<file path="src/rtl/rx_ram_writer_pkg.sv">
// Shared definitions for the UART receive-to-RAM capture block.
// Capture states and the string terminator byte live here.
package rx_ram_writer_pkg;

  typedef logic [1:0] state_t;

  localparam state_t CAPTURE = 2'd0;
  localparam state_t TERM    = 2'd1;
  localparam state_t FULL    = 2'd2;

  localparam logic [7:0] TERM_BYTE = 8'h00;

  function automatic logic is_done(input state_t s);
    return (s != CAPTURE);
  endfunction

endpackage

</file>
<file path="src/rtl/rx_ram_writer_if.sv">
// Bundle between a byte receiver, the capture block and its external RAM.
// master drives received bytes and re-arm; slave is the capture block.
interface rx_ram_writer_if #(
  parameter int ADDR_WIDTH = 5,
  parameter int DATA_WIDTH = 8
);

  logic                  rx_ready;
  logic [DATA_WIDTH-1:0] rx_data;
  logic                  clear;
  logic                  wr_en;
  logic [ADDR_WIDTH-1:0] wr_addr;
  logic [DATA_WIDTH-1:0] wr_data;
  logic [ADDR_WIDTH:0]   count;
  logic                  done;
  logic                  overflow;

  modport master (
    output rx_ready, rx_data, clear,
    input  wr_en, wr_addr, wr_data, count, done, overflow
  );

  modport slave (
    input  rx_ready, rx_data, clear,
    output wr_en, wr_addr, wr_data, count, done, overflow
  );

endinterface

</file>
<file path="src/rtl/rx_ram_writer.sv">
// Stores bytes from a UART receiver into an external RAM until it is full.
// Define RX_RAM_WRITER_TERM_EN to also stop capture after storing a 0x00 byte.
module rx_ram_writer
  import rx_ram_writer_pkg::*;
#(
  parameter int ADDR_WIDTH = 5,
  parameter int DATA_WIDTH = 8
) (
  input logic             clk,
  input logic             rst,
  rx_ram_writer_if.slave  bus
);

  localparam logic [ADDR_WIDTH:0] ONE      = 1;
  localparam logic [ADDR_WIDTH:0] CAPACITY = ONE << ADDR_WIDTH;

  state_t                state;
  logic                  wr_en_q;
  logic [ADDR_WIDTH-1:0] wr_addr_q;
  logic [DATA_WIDTH-1:0] wr_data_q;
  logic [ADDR_WIDTH:0]   count_q;
  logic                  overflow_q;
  logic [ADDR_WIDTH:0]   count_inc;

  assign count_inc = count_q + ONE;

  // The write, count update and state change all land on the edge that
  // samples the strobe, so done rises together with the final wr_en.
  always_ff @(posedge clk) begin
    if (rst) begin
      state      <= CAPTURE;
      wr_en_q    <= 1'b0;
      wr_addr_q  <= '0;
      wr_data_q  <= '0;
      count_q    <= '0;
      overflow_q <= 1'b0;
    end else if (bus.clear) begin
      state      <= CAPTURE;
      wr_en_q    <= 1'b0;
      count_q    <= '0;
      overflow_q <= 1'b0;
    end else begin
      wr_en_q <= 1'b0;
      case (state)
        CAPTURE: begin
          if (bus.rx_ready) begin
            wr_en_q   <= 1'b1;
            wr_addr_q <= count_q[ADDR_WIDTH-1:0];
            wr_data_q <= bus.rx_data;
            count_q   <= count_inc;
            if (count_inc == CAPACITY) begin
              state <= FULL;
            end
`ifdef RX_RAM_WRITER_TERM_EN
            else if (bus.rx_data == DATA_WIDTH'(TERM_BYTE)) begin
              state <= TERM;
            end
`endif
          end
        end
        FULL: begin
          if (bus.rx_ready) begin
            overflow_q <= 1'b1;
          end
        end
        TERM: begin
        end
        default: begin
          state <= CAPTURE;
        end
      endcase
    end
  end

  // Reset suppresses a write still in flight from the previous strobe.
  assign bus.wr_en    = wr_en_q & ~rst;
  assign bus.wr_addr  = wr_addr_q;
  assign bus.wr_data  = wr_data_q;
  assign bus.count    = count_q;
  assign bus.done     = is_done(state);
  assign bus.overflow = overflow_q;

endmodule

</file>
<file path="src/flat_wrapper.sv">
// flat-port wrapper written by rule: the top's interface ports become plain ports
module rx_ram_writer_flat import rx_ram_writer_pkg::*;
#(
  parameter int ADDR_WIDTH = 5,
  parameter int DATA_WIDTH = 8
)
  (clk, rst, bus_rx_ready, bus_rx_data, bus_clear, bus_wr_en, bus_wr_addr, bus_wr_data, bus_count, bus_done, bus_overflow);
  rx_ram_writer_if #(.ADDR_WIDTH(ADDR_WIDTH), .DATA_WIDTH(DATA_WIDTH)) bus_i ();
  input logic clk;
  input logic rst;
  input wire logic [$bits(bus_i.rx_ready)-1:0] bus_rx_ready;
  input wire logic [$bits(bus_i.rx_data)-1:0] bus_rx_data;
  input wire logic [$bits(bus_i.clear)-1:0] bus_clear;
  output wire logic [$bits(bus_i.wr_en)-1:0] bus_wr_en;
  output wire logic [$bits(bus_i.wr_addr)-1:0] bus_wr_addr;
  output wire logic [$bits(bus_i.wr_data)-1:0] bus_wr_data;
  output wire logic [$bits(bus_i.count)-1:0] bus_count;
  output wire logic [$bits(bus_i.done)-1:0] bus_done;
  output wire logic [$bits(bus_i.overflow)-1:0] bus_overflow;
  assign bus_i.rx_ready = bus_rx_ready;
  assign bus_i.rx_data = bus_rx_data;
  assign bus_i.clear = bus_clear;
  assign bus_wr_en = bus_i.wr_en;
  assign bus_wr_addr = bus_i.wr_addr;
  assign bus_wr_data = bus_i.wr_data;
  assign bus_count = bus_i.count;
  assign bus_done = bus_i.done;
  assign bus_overflow = bus_i.overflow;
  rx_ram_writer #(.ADDR_WIDTH(ADDR_WIDTH), .DATA_WIDTH(DATA_WIDTH)) u_core (.clk(clk), .rst(rst), .bus(bus_i));
endmodule
</file>
<file path="config.mk">
export PLATFORM = sky130hd
export DESIGN_NAME = rx_ram_writer_flat
export DESIGN_NICKNAME = d
export VERILOG_FILES = /design/src/rtl/rx_ram_writer_pkg.sv /design/src/rtl/rx_ram_writer_if.sv /design/src/rtl/rx_ram_writer.sv /design/src/flat_wrapper.sv
export SDC_FILE = /design/constraint.sdc
export NUM_CORES = 1
export LEC_CHECK = 0
export ABC_AREA = 1
export ABC_CLOCK_PERIOD_IN_PS = 1430
export BUFFER_PORTS_ARGS = -buffer_cell sky130_fd_sc_hd__buf_4
export CAP_MARGIN = 15
export CORE_UTILIZATION = 50
export CTS_BUF_LIST = sky130_fd_sc_hd__clkbuf_4 sky130_fd_sc_hd__clkbuf_8
export CTS_CLUSTER_SIZE = 40
export DETAILED_ROUTE_END_ITERATION = 10
export GPL_ROUTABILITY_DRIVEN = 0
export PLACE_DENSITY = 0.8
export SLEW_MARGIN = 40
export SYNTH_ARGS = -nofsm -noshare
export SYNTH_HDL_FRONTEND = slang
export SYNTH_SLANG_ARGS = --single-unit
</file>
<file path="constraint.sdc">
create_clock -name clk -period 1.43 [get_ports clk]
set_input_delay 0.143 -clock clk [delete_from_list [all_inputs] [get_ports clk]]
set_output_delay 0.143 -clock clk [all_outputs]
set_load 0.02 [all_outputs]
</file>
# Word level (Yosys, flattened, before mapping)
# Cells that the tools add are included.
totals:
  reg_bits: 23
  latch_bits: 0
  ram_bits: 0
  mem_bits_ro: 0
  out_inout_bits: 22
  wordCells: 30
  mem_count: 0
op_classes:
  add_sub_neg: 1
  n_mul: 0
  div: 0
  magnitude_cmp: 0
  n_eq_ne: 5
  shifts: 0
  mux: 4
  bitwise_logic: 5
  reduce_logical: 9
ops:
  columns: ["op", "count"]
  rows:
  - ["6-bit by 1-bit adder with 6-bit output (second input constant)", 1]
  - ["6-bit equality test (second input constant)", 1]
  - ["3-bit AND reduction", 2]
  - ["2-bit 2-to-1 mux", 2]
  - ["1-bit NOT", 4]
  - ["2-bit case mux with 2 select lines", 1]
  - ["2-bit AND reduction", 2]
  - ["2-bit OR reduction", 2]
  - ["3-bit OR reduction", 1]
  - ["2-bit by 1-bit equality test with 1-bit output (second input constant)", 1]
  - ["2-bit equality test (second input constant)", 1]
  - ["2-bit zero test", 1]
  - ["2-bit by 1-bit inequality test with 1-bit output (second input constant)", 1]
  - ["2-bit inequality test (second input constant)", 1]
  - ["2-bit nonzero test", 1]
  - ["1-bit AND", 1]
  - ["1-bit 2-to-1 mux", 1]

# Longest topological paths before layout
# Gate-level depths: netlist of the first run.
logic_depth:
  word_depth: 5
  depth_mapped: 7

# Least setup slack after synthesis of the first run
# No wires, ideal clock.
synth_path:
  path_type: "register to register"
  startpoint: "register u_core.count_q[1], in the netlist u_core.bus.count[1]"
  endpoint: "register u_core.count_q[4], in the netlist u_core.bus.count[4]"
  setup_time_ns: 0.116
  arrival_time_ns: 1.187
  setup_slack_ns: 0.127
  path_stages_with_launch: 7
  synth_period_minus_slack_ns: 1.303
  cell_sequence: "dfxtp_1 > ha_1 > nand3_1 > xor2_1 > nand2_1 > o211ai_1 > inv_1"
synth_via:
  elab_chain_cells: 1
synth_lines:
  columns: ["element", "line_no", "rtl"]
  rows:
  - ["start, declared", "rx_ram_writer.sv:21", "logic [ADDR_WIDTH:0] count_q;"]
  - ["start signal, assigned", "rx_ram_writer.sv:50", "count_q <= count_inc;"]
  - ["6-bit by 1-bit adder with 6-bit output", "rx_ram_writer.sv:25", "assign count_inc = count_q + ONE;"]
# No other way between the ends.
# A chain may end at the register's enable or synchronous reset.

# Final worst setup path of the first run
layout_path:
  startpoint: "register u_core.state[1]"
  endpoint: "register u_core.wr_data_q[1], in the netlist u_core.bus.wr_data[1]"
layout_via:
  elab_chain_cells: 2
layout_lines:
  columns: ["element", "line_no", "rtl"]
  rows:
  - ["start, declared", "rx_ram_writer.sv:17", "state_t state;"]
  - ["start signal, assigned", "rx_ram_writer.sv:31", "state <= CAPTURE;"]
  - ["start signal, assigned", "rx_ram_writer.sv:38", "state <= CAPTURE;"]
  - ["start signal, assigned", "rx_ram_writer.sv:52", "state <= FULL;"]
  - ["2-bit zero test", "rx_ram_writer.sv:44", "case (state)"]
  - ["3-bit AND reduction (no line)", null, null]
  - ["end signal, assigned", "rx_ram_writer.sv:49", "wr_data_q <= bus.rx_data;"]
  - ["end, declared", "rx_ram_writer.sv:20", "logic [DATA_WIDTH-1:0] wr_data_q;"]
# No other way between the ends.

==> results of run 1 <==
[worst min-delay path: cells and delay by family]
| kind | cells | cell delay, ps |
|---|---|---|
| AOI/OAI and AO/OA | 1 | 120 |
| and+or+nand+nor | 1 | 40 |
| buffers and inverters | 1 | 80 |
[final cells by class]
class | count | area (µm²) | area share, %
Sequential cell | 22 | 440 | 34.1
Clock inverter | 1 | 30.0 | 2.33
Timing Repair Buffer | 37 | 278 | 21.5
Multi-Input combinational cell | 67 | 398 | 30.8
Inverter | 24 | 90.1 | 6.98
Tap cell | 25 | 31.3 | 2.42
Clock buffer | 3 | 22.5 | 1.75
[cells by family (layout without fill, tap and decap cells)]
kind of cell,count (synthesis),after routing,share of synthesized area [%]
AND/OR/NAND/NOR,40,40,17.4
buffers and inverters,29,65,13.7
AO/OA/AOI/OAI,25,25,21.4
flip-flops,22,22,45.4
adder cells (fa/ha/maj),1,1,1.29
XOR/XNOR,1,1,0.902
[how the worst max path moves through the flow]
stage                              from               endpoint  slack, ps  depth (start not counted)
floorplan           u_core.bus.count[1]    u_core.bus.count[4]        130                          6
global placement    u_core.bus.count[0]    u_core.bus.count[4]        250                          6
detailed placement      u_core.state[1]  u_core.bus.wr_data[1]        200                          6
CTS                     u_core.state[1]  u_core.bus.wr_data[1]        190                          6
global route            u_core.state[1]        u_core.state[1]         80                          8
finish                  u_core.state[1]  u_core.bus.wr_data[1]        180                          6
[flip-flops by register name, summed over array words and instances (netlist names)]
signal,cells
u_core.bus.wr_data,8
u_core.bus.wr_addr,5
u_core.bus.count,6
u_core.wr_en_q,1
u_core.state,1
u_core.bus.overflow,1
[synth_stat cells]
library cell  number  area, µm²
nand4_1            1       6.26
or2_1              1       6.26
ha_1               1       12.5
o211ai_1           1       7.51
nand2_2            1       6.26
nand3_1            5       25.0
buf_1              1       3.75
dfxtp_1           22        440
a21oi_1            7       35.0
buf_2              1       5.00
inv_2              2       7.51
or2_0              2       12.5
inv_1             22       82.6
xor2_1             1       8.76
nor2_1            18       67.6
o21ai_0            5       25.0
o21bai_1           1       7.51
o21a_1             1       7.51
nand2_1           12       45.0
a211oi_2          10        125
buf_6              3       33.8
[power groups by stage]
stage	Sequential, mW	Clock (mW)	Combinational [mW]
global placement	0.667	0	0.188
global route	0.658	0.498	0.208
detailed placement	0.669	0	0.192
floorplan	0.699	0	0.0867
finish	0.655	0.465	0.192
CTS	0.655	0.476	0.193
[layer usage]
| metal | track usage (%) | routed length, µm | share of wire [%] | vias up |
|---|---|---|---|---|
| li1 | - | - | - | 445 |
| met1 | 22.8 | 849 | 44 | 382 |
| met2 | 34.4 | 972 | 50 | 20 |
| met3 | 2.35 | 87 | 4.5 | 2 |
| met4 | 10.6 | 21 | 1.1 | 0 |
| met5 | 0 | 0 | 0 | - |
[metrics by stage]
stage | cells | total power [mW]
final | 179 | 1.31
after CTS | 179 | 1.32
after global routing | 179 | 1.36
after floorplan | 118 | 0.785
after detailed placement | 175 | 0.861
after global placement | 175 | 0.855
==> flow_summary.yaml, run 1 <==
finish:
  final_layout_size_suffix_gt1_share_pct: 35.1
  layout_commonest_cell: "buf_4"
  fillCellCount: 153
  final_cell_mix: "buf_4 (37), inv_1 (22), dfxtp_1 (22)"
  final_util_pct: 73.1
  diodes: 0
  design_area_um2: 1290
  synthToLayoutAreaGrowth_pct: 32.9
  layout.nets: 168
power:
  intPower_mw: 1.01
  seq_power_share_pct: 49.9
  sw_frac_of_total_pct: 23.1
  ir_drop_uv: 670
  power_density_nw_per_um2: 1020
  clkPwrFrac_pct: 35.4
  total_leakage_power_nw: 0.609
  p_comb_share_pct: 14.6
  switchingPower_mw: 0.303
grt:
  grt_pass1_vias: 721
  grtUsageTotal_pct: 19.5
  grt_pass1_wl_um: 2930
  grt_max_degree: 17
  antenna_found_initial: 0
  globalRouteOverflowTotal: 0
sta:
  max_freq_mhz: 803
  setup_tns_ps: 0
  drv_slew: 0
  fin_worst_skew_ps: 4.49
  relSlewSlack_pct: 73.4
  worst_slew_pin_slew_ps: 397
  holdWs_ps: 111
  rsz0062_at_grt: "false"
  hold_violations: 0
  period_share_pct: 87.1
  min_period_ps: 1250
  setup_viol: 0
  layout_setup_ws_ps: 184
clock_tree:
  cts_resized: 0
  path_clk_slew_ps: 120
  cts_tree: "yes"
  clk_path_buf_depth: 2
  cts_hold_buf: 0
  cts_max_level: 1
  cts-root-buf: "clkbuf_4"
  insertion_delay_ps: 300
  numCtsBuffers: 3
  post_cts_buffers: 0
  clock_sinks: 22
synth:
  syn_nets: 131
  syn_avg_cell_area_um2: 8.23
  syn_inst: 118
  synth-seq-cells: 22
  yosysSeqAreaShare_pct: 45.4
  yosysWarnings: 0
  yosysUniqueCellTypes: 21
  synth_area_um2: 971
setup_path:
  worst-path-buf-inv: 2
  reg2reg_to: "u_core.bus.wr_data[1]"
  path_class: "flip-flop to flip-flop"
  r2r_cells: 6
  critPathArrivalTime_ps: 1440
  r2r-start: "u_core.state[1]"
  worstPathCellList: "inv_2 > nand2_2 > or2_1 > buf_4 > nor2_1 > a211oi_2"
  cp_top_family: "simple AND/OR/NAND/NOR gates"
  r2r_slack_ps: 180
  worst_path_max_delay_cell: "dfxtp_1"
  critPathMaxFanout: 14
  crit_required_ps: 1630
  cp_slowest_stage_delay_ps: 350
  end_kind: "flip-flop"
  cp-start-kind: "flip-flop"
placement:
  postPlaceCellArea_um2: 1240
  portBuffers: 33
  pre_cts_slack_ps: 205
  dp_hpwl_um: 1470
drt:
  drt_wl_total_um: 1930
  final_antenna_net_count: 0
  vias: 849
  firstDrtPassIters: 4
  drt_iter0_drc: 12
  wire_per_inst_um: 10.8
  vias_per_cell: 4.74
  drc_errors: 0
hold_path:
  worstHoldStart: "bus_rx_data[7]"
  whs_endpoint: "u_core.bus.wr_data[7]"
  hold_depth: 3
  hold_path.class: "input port to flip-flop"
die:
  start_util_pct: 55.0
  die_area_um2: 2120
  rows: 15
  fp.dieH_um: 46.1
  core-area_um2: 1760
  fp.dieW_um: 46.1
  ios: 34
job:
  drv_cap: 0
outcome:
  status: "finished, final reports clean"
No activity file was read; power rests on OpenSTA's default activity.
==> inputs of run 2 (changes only) <==
--- a/config.mk
+++ b/config.mk
@@ -5,7 +5,6 @@
 export SDC_FILE = /design/constraint.sdc
 export NUM_CORES = 1
 export LEC_CHECK = 0
-export ABC_AREA = 1
 export ABC_CLOCK_PERIOD_IN_PS = 1430
 export BUFFER_PORTS_ARGS = -buffer_cell sky130_fd_sc_hd__buf_4
 export CAP_MARGIN = 15
@@ -14,7 +13,7 @@
 export CTS_CLUSTER_SIZE = 40
 export DETAILED_ROUTE_END_ITERATION = 10
 export GPL_ROUTABILITY_DRIVEN = 0
-export PLACE_DENSITY = 0.8
+export PLACE_DENSITY = 0.81
 export SLEW_MARGIN = 40
 export SYNTH_ARGS = -nofsm -noshare
 export SYNTH_HDL_FRONTEND = slang
==> flow_summary.yaml, run 2 <==
synth:
  synth_fa_ha_area_share_pct: 1.35
  syn_inst: 102
  synth_top_family_by_area: "simple AND/OR/NAND/NOR gates"
  synthTopCellsByCount: "dfxtp_1 (22), nand2_1 (18), a21oi_2 (9), nand2_2 (9), nor2_1 (8)"
  synth_area_um2: 928
  synth-seq-cells: 22
  synthFlopType: "dfxtp_1"
  yosysUniqueCellTypes: 28
  syn_avg_cell_area_um2: 9.10
  synth_edf_count: 0
  synth-simple-area-share_pct: 26.3
  yosysWarnings: 0
  synth.area.top_cells: "dfxtp_1 (47%), a21oi_2 (8.5%), nand2_1 (7.3%)"
  synth.top_cell.area_share_pct: 47.4
  synth_xor_area_share_pct: 4.72
  ys_async_sr_fraction_pct: 0
  yosysSeqAreaShare_pct: 47.4
  synth_largest_area_cell: "dfxtp_1"
  yosysMostFrequentCell: "dfxtp_1"
  synth_compound_area_share_pct: 14.6
  syn_nets: 115
  muxShareOfSynthArea_pct: 1.08
die:
  rows: 15
  start_util_pct: 53.8
  ios: 34
  core-area_um2: 1730
  die_area_um2: 2030
  fp.dieH_um: 45.1
  fp.dieW_um: 45.1
setup_path:
  path_class: "flip-flop to flip-flop"
  end_kind: "flip-flop"
  critPathArrivalTime_ps: 1520
  critPathMaxFanout: 7
  crit_required_ps: 1700
  r2r_slack_ps: 170
  cp-start-kind: "flip-flop"
grt:
  grt_pass1_wl_um: 3020
  globalRouteOverflowTotal: 0
  grtUsageTotal_pct: 20.7
  grt_max_degree: 17
  grt_pass1_vias: 715
  antenna_found_initial: 0
finish:
  layout.nets: 151
  largest_reg_flops: 8
  finalNonFillerCells: 162
  layout_commonest_cell: "buf_4"
  final_layout_size_suffix_gt1_share_pct: 46.0
  design_area_um2: 1250
  synthToLayoutAreaGrowth_pct: 34.8
  final_cell_mix: "buf_4 (36), dfxtp_1 (22), nand2_1 (18)"
  diodes: 0
placement:
  portBuffers: 33
  dp_hpwl_um: 1370
  postPlaceCellArea_um2: 1200
  pre_cts_slack_ps: 207
  place_inst: 158
clock_tree:
  insertion_delay_ps: 320
  cts_tree: "yes"
  cts-root-buf: "clkbuf_4"
  cts_max_level: 1
  cts_hold_buf: 0
  cts_resized: 0
  path_clk_slew_ps: 130
  clock_sinks: 22
  clk_path_buf_depth: 2
  post_cts_buffers: 0
  numCtsBuffers: 3
sta:
  setup_tns_ps: 0
  hold_violations: 0
  drv_slew: 0
  max_freq_mhz: 795
  layout_setup_ws_ps: 172
  rsz0062_at_grt: "false"
  period_share_pct: 87.9
  worst_slew_pin_slew_ps: 277
  fin_worst_skew_ps: 13.6
  setup_viol: 0
  min_period_ps: 1260
  relSlewSlack_pct: 81.5
drt:
  drt_iter0_drc: 4
  wire_per_inst_um: 11.5
  vias_per_cell: 4.91
  vias: 796
  firstDrtPassIters: 4
  final_antenna_net_count: 0
  drc_errors: 0
  drt_wl_total_um: 1870
hold_path:
  hold_path.class: "input port to flip-flop"
power:
  ir_drop_uv: 1120
  total_leakage_power_nw: 0.527
  power_density_nw_per_um2: 995
outcome:
  status: "finished, final reports clean"
job:
  drv_cap: 0
-- run 2: routing by layer --
metal,vias to the layer above,track usage [%],routed length (µm)
met5,-,0,0
met3,5,4.00,82
met1,367,25.3,853
met4,0,10.9,45
li1,402,-,-
met2,22,34.2,885
-- run 2: metrics by stage --
step,hold WS (ps),power (mW),utilization (%)
final,56.1,1.25,72.5
after global routing,50.7,1.28,72.5
after CTS,45.6,1.26,72.5
after detailed placement,402,0.781,69.4
after global placement,391,0.778,69.4
after floorplan,212,0.725,-
-- run 2: cell type report --
class,instances,area [µm²]
fillers,146,475
flip-flops and latches,22,440
inverters,3,11.3
clock inverters,1,30.0
clock buffers,3,22.5
repair buffers,36,270
well taps,25,31.3
multi-input cells,72,445
-- run 2: cell families after synthesis --
| family | Yosys count |
|---|---|
| adder cells (fa/ha/maj) | 1 |
| buffers and inverters | 8 |
| AND/OR/NAND/NOR | 46 |
| multiplexers | 1 |
| XOR/XNOR | 5 |
| flip-flops | 22 |
| AO/OA/AOI/OAI | 19 |
-- run 2: path summary, 6_finish.rpt --
| path | startpoint | end | cells after the start |
|---|---|---|---|
| max | u_core.bus.count[0] | u_core.state[1] | 5 |
| min | bus_rx_data[1] | u_core.bus.wr_data[1] | 3 |
| max reg2reg | u_core.bus.count[0] | u_core.state[1] | 5 |
| min reg2reg | u_core.bus.wr_addr[1] | u_core.bus.wr_addr[1] | 2 |
-- run 2: critical path, stage by stage, from the launching register on --
cell     delay, ps
dfxtp_1        500
ha_1           240
nand3_1         90
a21oi_1        140
o21ai_0        110
a21oi_1        140
-- run 2: power breakdown --
group	switching (mW)	total, mW	internal (mW)
registers	0.0111	0.638	0.627
clock network	0.196	0.480	0.284
logic	0.0693	0.128	0.0583
total	0.276	1.25	0.969
